<file path="src/rtl/muldiv_unit.sv">
// HI/LO multiply/divide engine for the EX stage: single-edge multiply, restoring radix-2 divide.
// busy doubles as the pipeline stall request; result_valid is the HI/LO write strobe.
//
//   state  | meaning
//   -------+-----------------------------------------------------------
//   IDLE   | waiting for start; hi_out/lo_out hold the last result
//   MUL    | operand magnitudes latched, product written next edge
//   DIV    | one restoring quotient bit per edge, MSB first
//   FIX    | sign correction of quotient/remainder and writeback
module muldiv_unit #(
    parameter int WIDTH = 32
) (
    input  logic             clk,
    input  logic             rst,
    input  logic             start,
    input  logic [1:0]       op,
    input  logic [WIDTH-1:0] src_a,
    input  logic [WIDTH-1:0] src_b,
    input  logic             cancel,
    output logic             busy,
    output logic             result_valid,
    output logic [WIDTH-1:0] hi_out,
    output logic [WIDTH-1:0] lo_out
);

    localparam logic [1:0] S_IDLE = 2'd0;
    localparam logic [1:0] S_MUL  = 2'd1;
    localparam logic [1:0] S_DIV  = 2'd2;
    localparam logic [1:0] S_FIX  = 2'd3;
    localparam int         CW     = (WIDTH > 1) ? $clog2(WIDTH) : 1;

    logic [1:0]         state;
    logic [WIDTH-1:0]   quo;
    logic [WIDTH-1:0]   rem;
    logic [WIDTH-1:0]   b_mag;
    logic               q_neg;
    logic               r_neg;
    logic [CW-1:0]      count;

    logic               a_neg;
    logic               b_neg;
    logic [WIDTH-1:0]   a_abs;
    logic [WIDTH-1:0]   b_abs;
    logic [2*WIDTH-1:0] product;
    logic [2*WIDTH-1:0] product_fix;
    logic [WIDTH:0]     shifted;
    logic [WIDTH:0]     trial;
    logic               take;

    // quo doubles as the multiplicand register so MUL and DIV share one operand latch
    assign a_neg       = ~op[0] & src_a[WIDTH-1];
    assign b_neg       = ~op[0] & src_b[WIDTH-1];
    assign a_abs       = a_neg ? -src_a : src_a;
    assign b_abs       = b_neg ? -src_b : src_b;
    assign product     = {{WIDTH{1'b0}}, quo} * {{WIDTH{1'b0}}, b_mag};
    assign product_fix = q_neg ? -product : product;
    assign shifted     = {rem, quo[WIDTH-1]};
    assign trial       = shifted - {1'b0, b_mag};
    assign take        = ~trial[WIDTH];
    assign busy        = (state != S_IDLE);

    always_ff @(posedge clk) begin
        if (rst) begin
            state        <= S_IDLE;
            quo          <= '0;
            rem          <= '0;
            b_mag        <= '0;
            q_neg        <= 1'b0;
            r_neg        <= 1'b0;
            count        <= '0;
            result_valid <= 1'b0;
            hi_out       <= '0;
            lo_out       <= '0;
        end else begin
            result_valid <= 1'b0;
            case (state)
                S_IDLE: begin
                    if (start && !cancel) begin
                        count <= '0;
                        rem   <= '0;
                        if (op[1] && (src_b == '0)) begin
                            // divide by zero skips iteration; raw dividend becomes remainder
                            quo   <= '1;
                            rem   <= src_a;
                            b_mag <= src_b;
                            q_neg <= 1'b0;
                            r_neg <= 1'b0;
                            state <= S_FIX;
                        end else begin
                            quo   <= a_abs;
                            b_mag <= b_abs;
                            q_neg <= a_neg ^ b_neg;
                            r_neg <= a_neg;
                            state <= op[1] ? S_DIV : S_MUL;
                        end
                    end
                end
                S_MUL: begin
                    if (cancel) begin
                        state <= S_IDLE;
                    end else begin
                        {hi_out, lo_out} <= product_fix;
                        result_valid     <= 1'b1;
                        state            <= S_IDLE;
                    end
                end
                S_DIV: begin
                    if (cancel) begin
                        state <= S_IDLE;
                    end else begin
                        rem   <= take ? trial[WIDTH-1:0] : shifted[WIDTH-1:0];
                        quo   <= {quo[WIDTH-2:0], take};
                        count <= count + CW'(1);
                        if (count == CW'(WIDTH - 1))
                            state <= S_FIX;
                    end
                end
                S_FIX: begin
                    if (cancel) begin
                        state <= S_IDLE;
                    end else begin
                        lo_out       <= q_neg ? -quo : quo;
                        hi_out       <= r_neg ? -rem : rem;
                        result_valid <= 1'b1;
                        state        <= S_IDLE;
                    end
                end
                default: state <= S_IDLE;
            endcase
        end
    end

endmodule

</file>
<file path="config.mk">
export PLATFORM = sky130hd
export DESIGN_NAME = muldiv_unit
export DESIGN_NICKNAME = d
export VERILOG_FILES = /design/src/rtl/muldiv_unit.sv
export SDC_FILE = /design/constraint.sdc
export NUM_CORES = 2
export LEC_CHECK = 0
export ABC_AREA = 1
export ABC_CLOCK_PERIOD_IN_PS = 7000
export CAP_MARGIN = 20
export CORE_ASPECT_RATIO = 0.8
export CORE_MARGIN = 3
export CORE_UTILIZATION = 50
export DETAILED_ROUTE_END_ITERATION = 8
export PLACE_DENSITY = 0.77
export SLEW_MARGIN = 20
export SYNTH_ARGS = -nofsm -noshare
export SYNTH_HDL_FRONTEND = slang
export SYNTH_SLANG_ARGS = --single-unit
</file>
<file path="constraint.sdc">
create_clock -name clk -period 7 [get_ports clk]
set_input_delay 0.7 -clock clk [delete_from_list [all_inputs] [get_ports clk]]
set_output_delay 0.7 -clock clk [all_outputs]
set_load 0.05 [all_outputs]
</file>
==> results.md <==
Status:
- The flow ran to the end, but the final reports show violations.
- The final reports fail on negative setup slack.

Yosys:
- The number of cells produced by synthesis is between 7000 and 8000.
- In this run, synthesis produced a sequential element count of 170.
- Among all flip-flop cells after synthesis, the most frequent one is sky130_fd_sc_hd__dfxtp_1.
- The average size of a mapped cell is approximately 6.9 sq um.
- Yosys mapped a number of flops with a built-in enable equal to 0.
- The part of the Yosys area used for sequential elements is roughly 6.8%.
- The count of unique library cells instantiated by Yosys is between 50 and 60.
- The mapped netlist covers between 50000 and 60000 sq um.
- The post-synthesis async set-or-reset flop share is 0%.
- The count of synthesis-stage warnings from yosys is 0.
- The net count of the mapped netlist is 8576.

Timing:
- The final setup TNS is -22.79 ns.
- For the pin with the worst max-slew slack, the measured transition is between 1 and 1.5 ns.
- The final period utilization is 109%.
- The count of final max-slew check failures is 0.
- Headroom to the max-slew limit came out at 32.9%.
- The top achievable clock speed is 131 MHz.
- Setup repair after global routing could not meet its margin everywhere.
- The total of endpoints with negative setup slack in the final report is 45.
- The final number of hold-violating endpoints is 0.
- The worst setup margin is -0.653 ns.
- The routed design could run at a clock period as short as approximately 7.7 ns.
- The worst clock skew on the final layout is around 0.027 ns.

Job:
- Max-cap violations in this run came to 0.

Placed design:
- The count of buffers added on input and output ports is ~140.
- The global placer's final weighted congestion is roughly 1.0.
- The placed instances occupy a cell area of around 57000 sq um.
- Summed over all nets, the half-perimeter wirelength after detailed placement is 148000 um.
- The post-placement cell count is between 8000 and 9000.

Worst setup path:
- STA puts the critical path data required time at between 7 and 8 ns.
- The reg-to-reg critical path startpoint is b_mag[3].
- The critical path in this run is classified as flip-flop to flip-flop.
- The arrival time of the worst setup path is a little over 8 ns.
- The capturing point of the worst reg2reg path is hi_out[24].
- The most frequent cell on the critical path is sky130_fd_sc_hd__fa_1.
- The path depth of the worst reg2reg path is 36.
- The worst setup path is captured at a flip-flop.
- On the worst path, the slowest cell contributes a delay of about 0.59 ns.
- The maximum fanout count along the critical path is 8.
- Across all register-to-register paths, the minimum setup slack is -0.65 ns.
- The library cell contributing the largest single delay on the critical path is sky130_fd_sc_hd__fa_1.
- STA classifies the critical path startpoint as a flip-flop.

Power and ir drop:
- The analysis attributes to cell leakage a power of about 35 nW.
- The design draws approximately 10 mW.
- VDD sags by at most 0.000173 V.
- The ratio of total power to cell area is 155 nW/um^2.

Global routing:
- The initial antenna violation count came to 5.
- In this run the most used layer during global routing was met2.
- The global-route usage over all layers is a little over a third.
- Global routing used a little over half of the available met2 tracks.
- Entering global routing, the biggest net connects 82 pins.
- In the global route stage, met1 resource usage came out at 46.2%.
- The first-pass GRT wire length is ~280000 um.
- For this run, global-route usage on met3 was measured as around 8.9%.
- Summed over all layers, the global routing overflow is 0.
- The via count of the first global-routing pass was around 50000.

Final layout:
- The library cells used most frequently in the layout, excluding fill and tap cells, are 1831 x sky130_fd_sc_hd__inv_1, 1689 x sky130_fd_sc_hd__nand2_1, 853 x sky130_fd_sc_hd__fa_1.
- The finished layout holds between 9000 and 10000 standard cells, fillers aside.
- The number of antenna diodes in the final layout is 0.
- After routing the design area is 63000 sq um.
- Measured on the finished design, the core utilization comes to 63.6%.
- The most common library cell in the layout ignoring fill and taps is sky130_fd_sc_hd__inv_1.
- Of the cells placed in the final design, the portion with a size suffix greater than 1 is 20.7%.
- The signed area change from the synthesized netlist to the final layout is 25.4%.
- The final net count is slightly above 9000.

Clock tree:
- The later-pin clock latency in the skew report is approximately 0.52 ns.
- Buffers inserted to repair hold after CTS numbered 0.
- The CTS buffer count is 17.
- Clock tree synthesis selected as its root buffer the cell sky130_fd_sc_hd__clkbuf_16.
- The clock slew at the register clock pins of the worst setup and hold paths is roughly 0.080 ns.
- The TritonCTS clock tree is done.
- The largest buffer count on any clock path is 2.
- The number of sinks driven by the clock tree is 170.
- The number of H-tree levels is 4.

Min path:
- The class of the tightest hold or removal check is flip-flop to flip-flop.
- The worst min-delay path endpoint is count[3].
- In this run the most critical hold path is launched from count[3].
- The depth of the worst hold-timing path is 2.

Detailed routing:
- Dividing the detail-routed via count by the number of cells gives around 5.5.
- The count of vias placed by the detailed router is about 51000.
- The number of DRC markers after the initial detailed-route iteration is just under 6000.
- The number of iterations in the first detailed-routing pass is 9.
- For this run, design rule violations remaining after detail routing come to 0.
- The post-route antenna net violation count is 0.
- The routed wire length is ~190000 um.
- In the final routed layout, each cell accounts on average for 20.8 um.

Floorplanning:
- The floorplan step defined a core boundary enclosing about 100000 sq um.
- The die covers roughly 100000 sq um.
- The I/O pin count is approximately 140.
- The total number of placement rows is a little over 100.
- The die boundary width is between 300 and 400 um.
- The chip height is 290 um.
- For this configuration, the core starts out at a cell density of between 50% and 60%.
[cells in the mapped netlist (2+ instances only)]
cell                        number  area share [%]
sky130_fd_sc_hd__fa_1          897              36
sky130_fd_sc_hd__o2111ai_1       2           0.035
sky130_fd_sc_hd__o21ai_1         4           0.040
sky130_fd_sc_hd__o211ai_1       42            0.63
sky130_fd_sc_hd__o21ai_0       259             2.6
sky130_fd_sc_hd__nand3b_1       20            0.30
sky130_fd_sc_hd__nand4_1        44            0.55
sky130_fd_sc_hd__o22ai_1         7           0.087
sky130_fd_sc_hd__ha_1          303             7.5
sky130_fd_sc_hd__nor2_2         18            0.22
sky130_fd_sc_hd__a31oi_1        35            0.44
sky130_fd_sc_hd__a21boi_0        2           0.030
sky130_fd_sc_hd__clkbuf_1      276             2.1
sky130_fd_sc_hd__xnor2_1        38            0.66
sky130_fd_sc_hd__buf_1          66            0.49
sky130_fd_sc_hd__a221oi_1        2           0.035
sky130_fd_sc_hd__nand3_4         2           0.070
sky130_fd_sc_hd__nand3_2        14            0.28
sky130_fd_sc_hd__dfxtp_1       170             6.8
sky130_fd_sc_hd__xor2_1         40            0.70
sky130_fd_sc_hd__or2_2          12            0.15
sky130_fd_sc_hd__nor2_4          9            0.20
sky130_fd_sc_hd__nand2_4         3           0.067
sky130_fd_sc_hd__buf_2          12            0.12
sky130_fd_sc_hd__nor3_1         48            0.48
sky130_fd_sc_hd__inv_2           6           0.045
sky130_fd_sc_hd__or2_1           2           0.025
sky130_fd_sc_hd__o21a_1          5           0.075
sky130_fd_sc_hd__nand3_1       225             2.2
sky130_fd_sc_hd__o21bai_1       11            0.16
sky130_fd_sc_hd__o31ai_1         4           0.060
sky130_fd_sc_hd__buf_4           6           0.090
sky130_fd_sc_hd__o32ai_1         3           0.052
sky130_fd_sc_hd__a21oi_1       327             3.3
sky130_fd_sc_hd__a21o_1         12            0.18
sky130_fd_sc_hd__and2_1          4           0.050
sky130_fd_sc_hd__o221ai_1       38            0.66
sky130_fd_sc_hd__nand2_2        23            0.29
sky130_fd_sc_hd__nor4_1         12            0.15
sky130_fd_sc_hd__inv_1        1929              14
sky130_fd_sc_hd__nor3_2          6            0.12
sky130_fd_sc_hd__nand2_1      1980              15
sky130_fd_sc_hd__nor2_1        375             2.8
[flip-flops by register name, indices dropped and copies added, names as in the netlist, 2 cells and up]
name	cells
b_mag	32
count	5
hi_out	32
lo_out	32
quo	32
rem	32
state	2
[cells by family (layout without fill, tap and decap cells)]
group	after synthesis	count (layout)	synth area share [%]
flip-flops	170	170	6.78
buffers and inverters	2297	2834	17.3
AND/OR/NAND/NOR	2802	2802	22.9
AO/OA/AOI/OAI	759	759	8.43
XOR/XNOR	78	78	1.36
adder cells (fa/ha/maj)	1200	1200	43.3
[area by class of cell]
| class | count | area [sq um] |
|---|---|---|
| clock inverter | 15 | 170 |
| sequential | 170 | 3500 |
| fill | 8135 | 36100 |
| timing repair buffer | 866 | 8490 |
| tap | 1312 | 1640 |
| multi-input combinational | 4839 | 41500 |
| clock buffer | 17 | 425 |
| inverter | 1936 | 7280 |
[report_power, final]
part           total [mW]  switching [mW]  internal, mW
clock network        1.02           0.540         0.481
registers            1.14           0.112          1.03
logic                7.61            4.57          3.04
total                9.77            5.22          4.55
[per-stage QoR]
stage          hold WS [ns]  setup slack (ns)
6_report              0.487            -0.653
2_1_floorplan         0.445          0.000232
3_3_place_gp          0.455             -1.03
5_1_grt               0.520            -0.858
4_1_cts               0.487            -0.463
3_5_place_dp          0.471             -1.01
[per-layer routing]
metal / vias up / wire length, um
li1: 22500 / -
met2: 3148 / 82700
met3: 663 / 25200
met1: 24400 / 71900
met5: - / 42
met4: 6 / 10300
[worst max path at each step]
stage,startpoint,end,slack (ns)
after floorplan,quo[16],hi_out[21],0.0002
after global placement,quo[7],hi_out[24],-1.03
after detailed placement,quo[18],hi_out[24],-1.01
after CTS,b_mag[10],hi_out[14],-0.46
after global routing,quo[21],hi_out[26],-0.86
final,b_mag[3],hi_out[24],-0.65
[critical path: cells and delay by family (launching register included)]
family,cells,cell delay (ns)
simple gates,16,1.71
buf+inv,10,0.93
compound gates,1,0.17
fa+ha+maj,9,4.37
flops,1,0.39
[repair_timing]
item	4_1_cts	5_1_grt
gates resized for setup	540	574
buffers inserted	59	73
cloned	3	12
pin swaps	122	226
endpoints found under the setup margin	52	52
(Power assumes the default switching activity.)
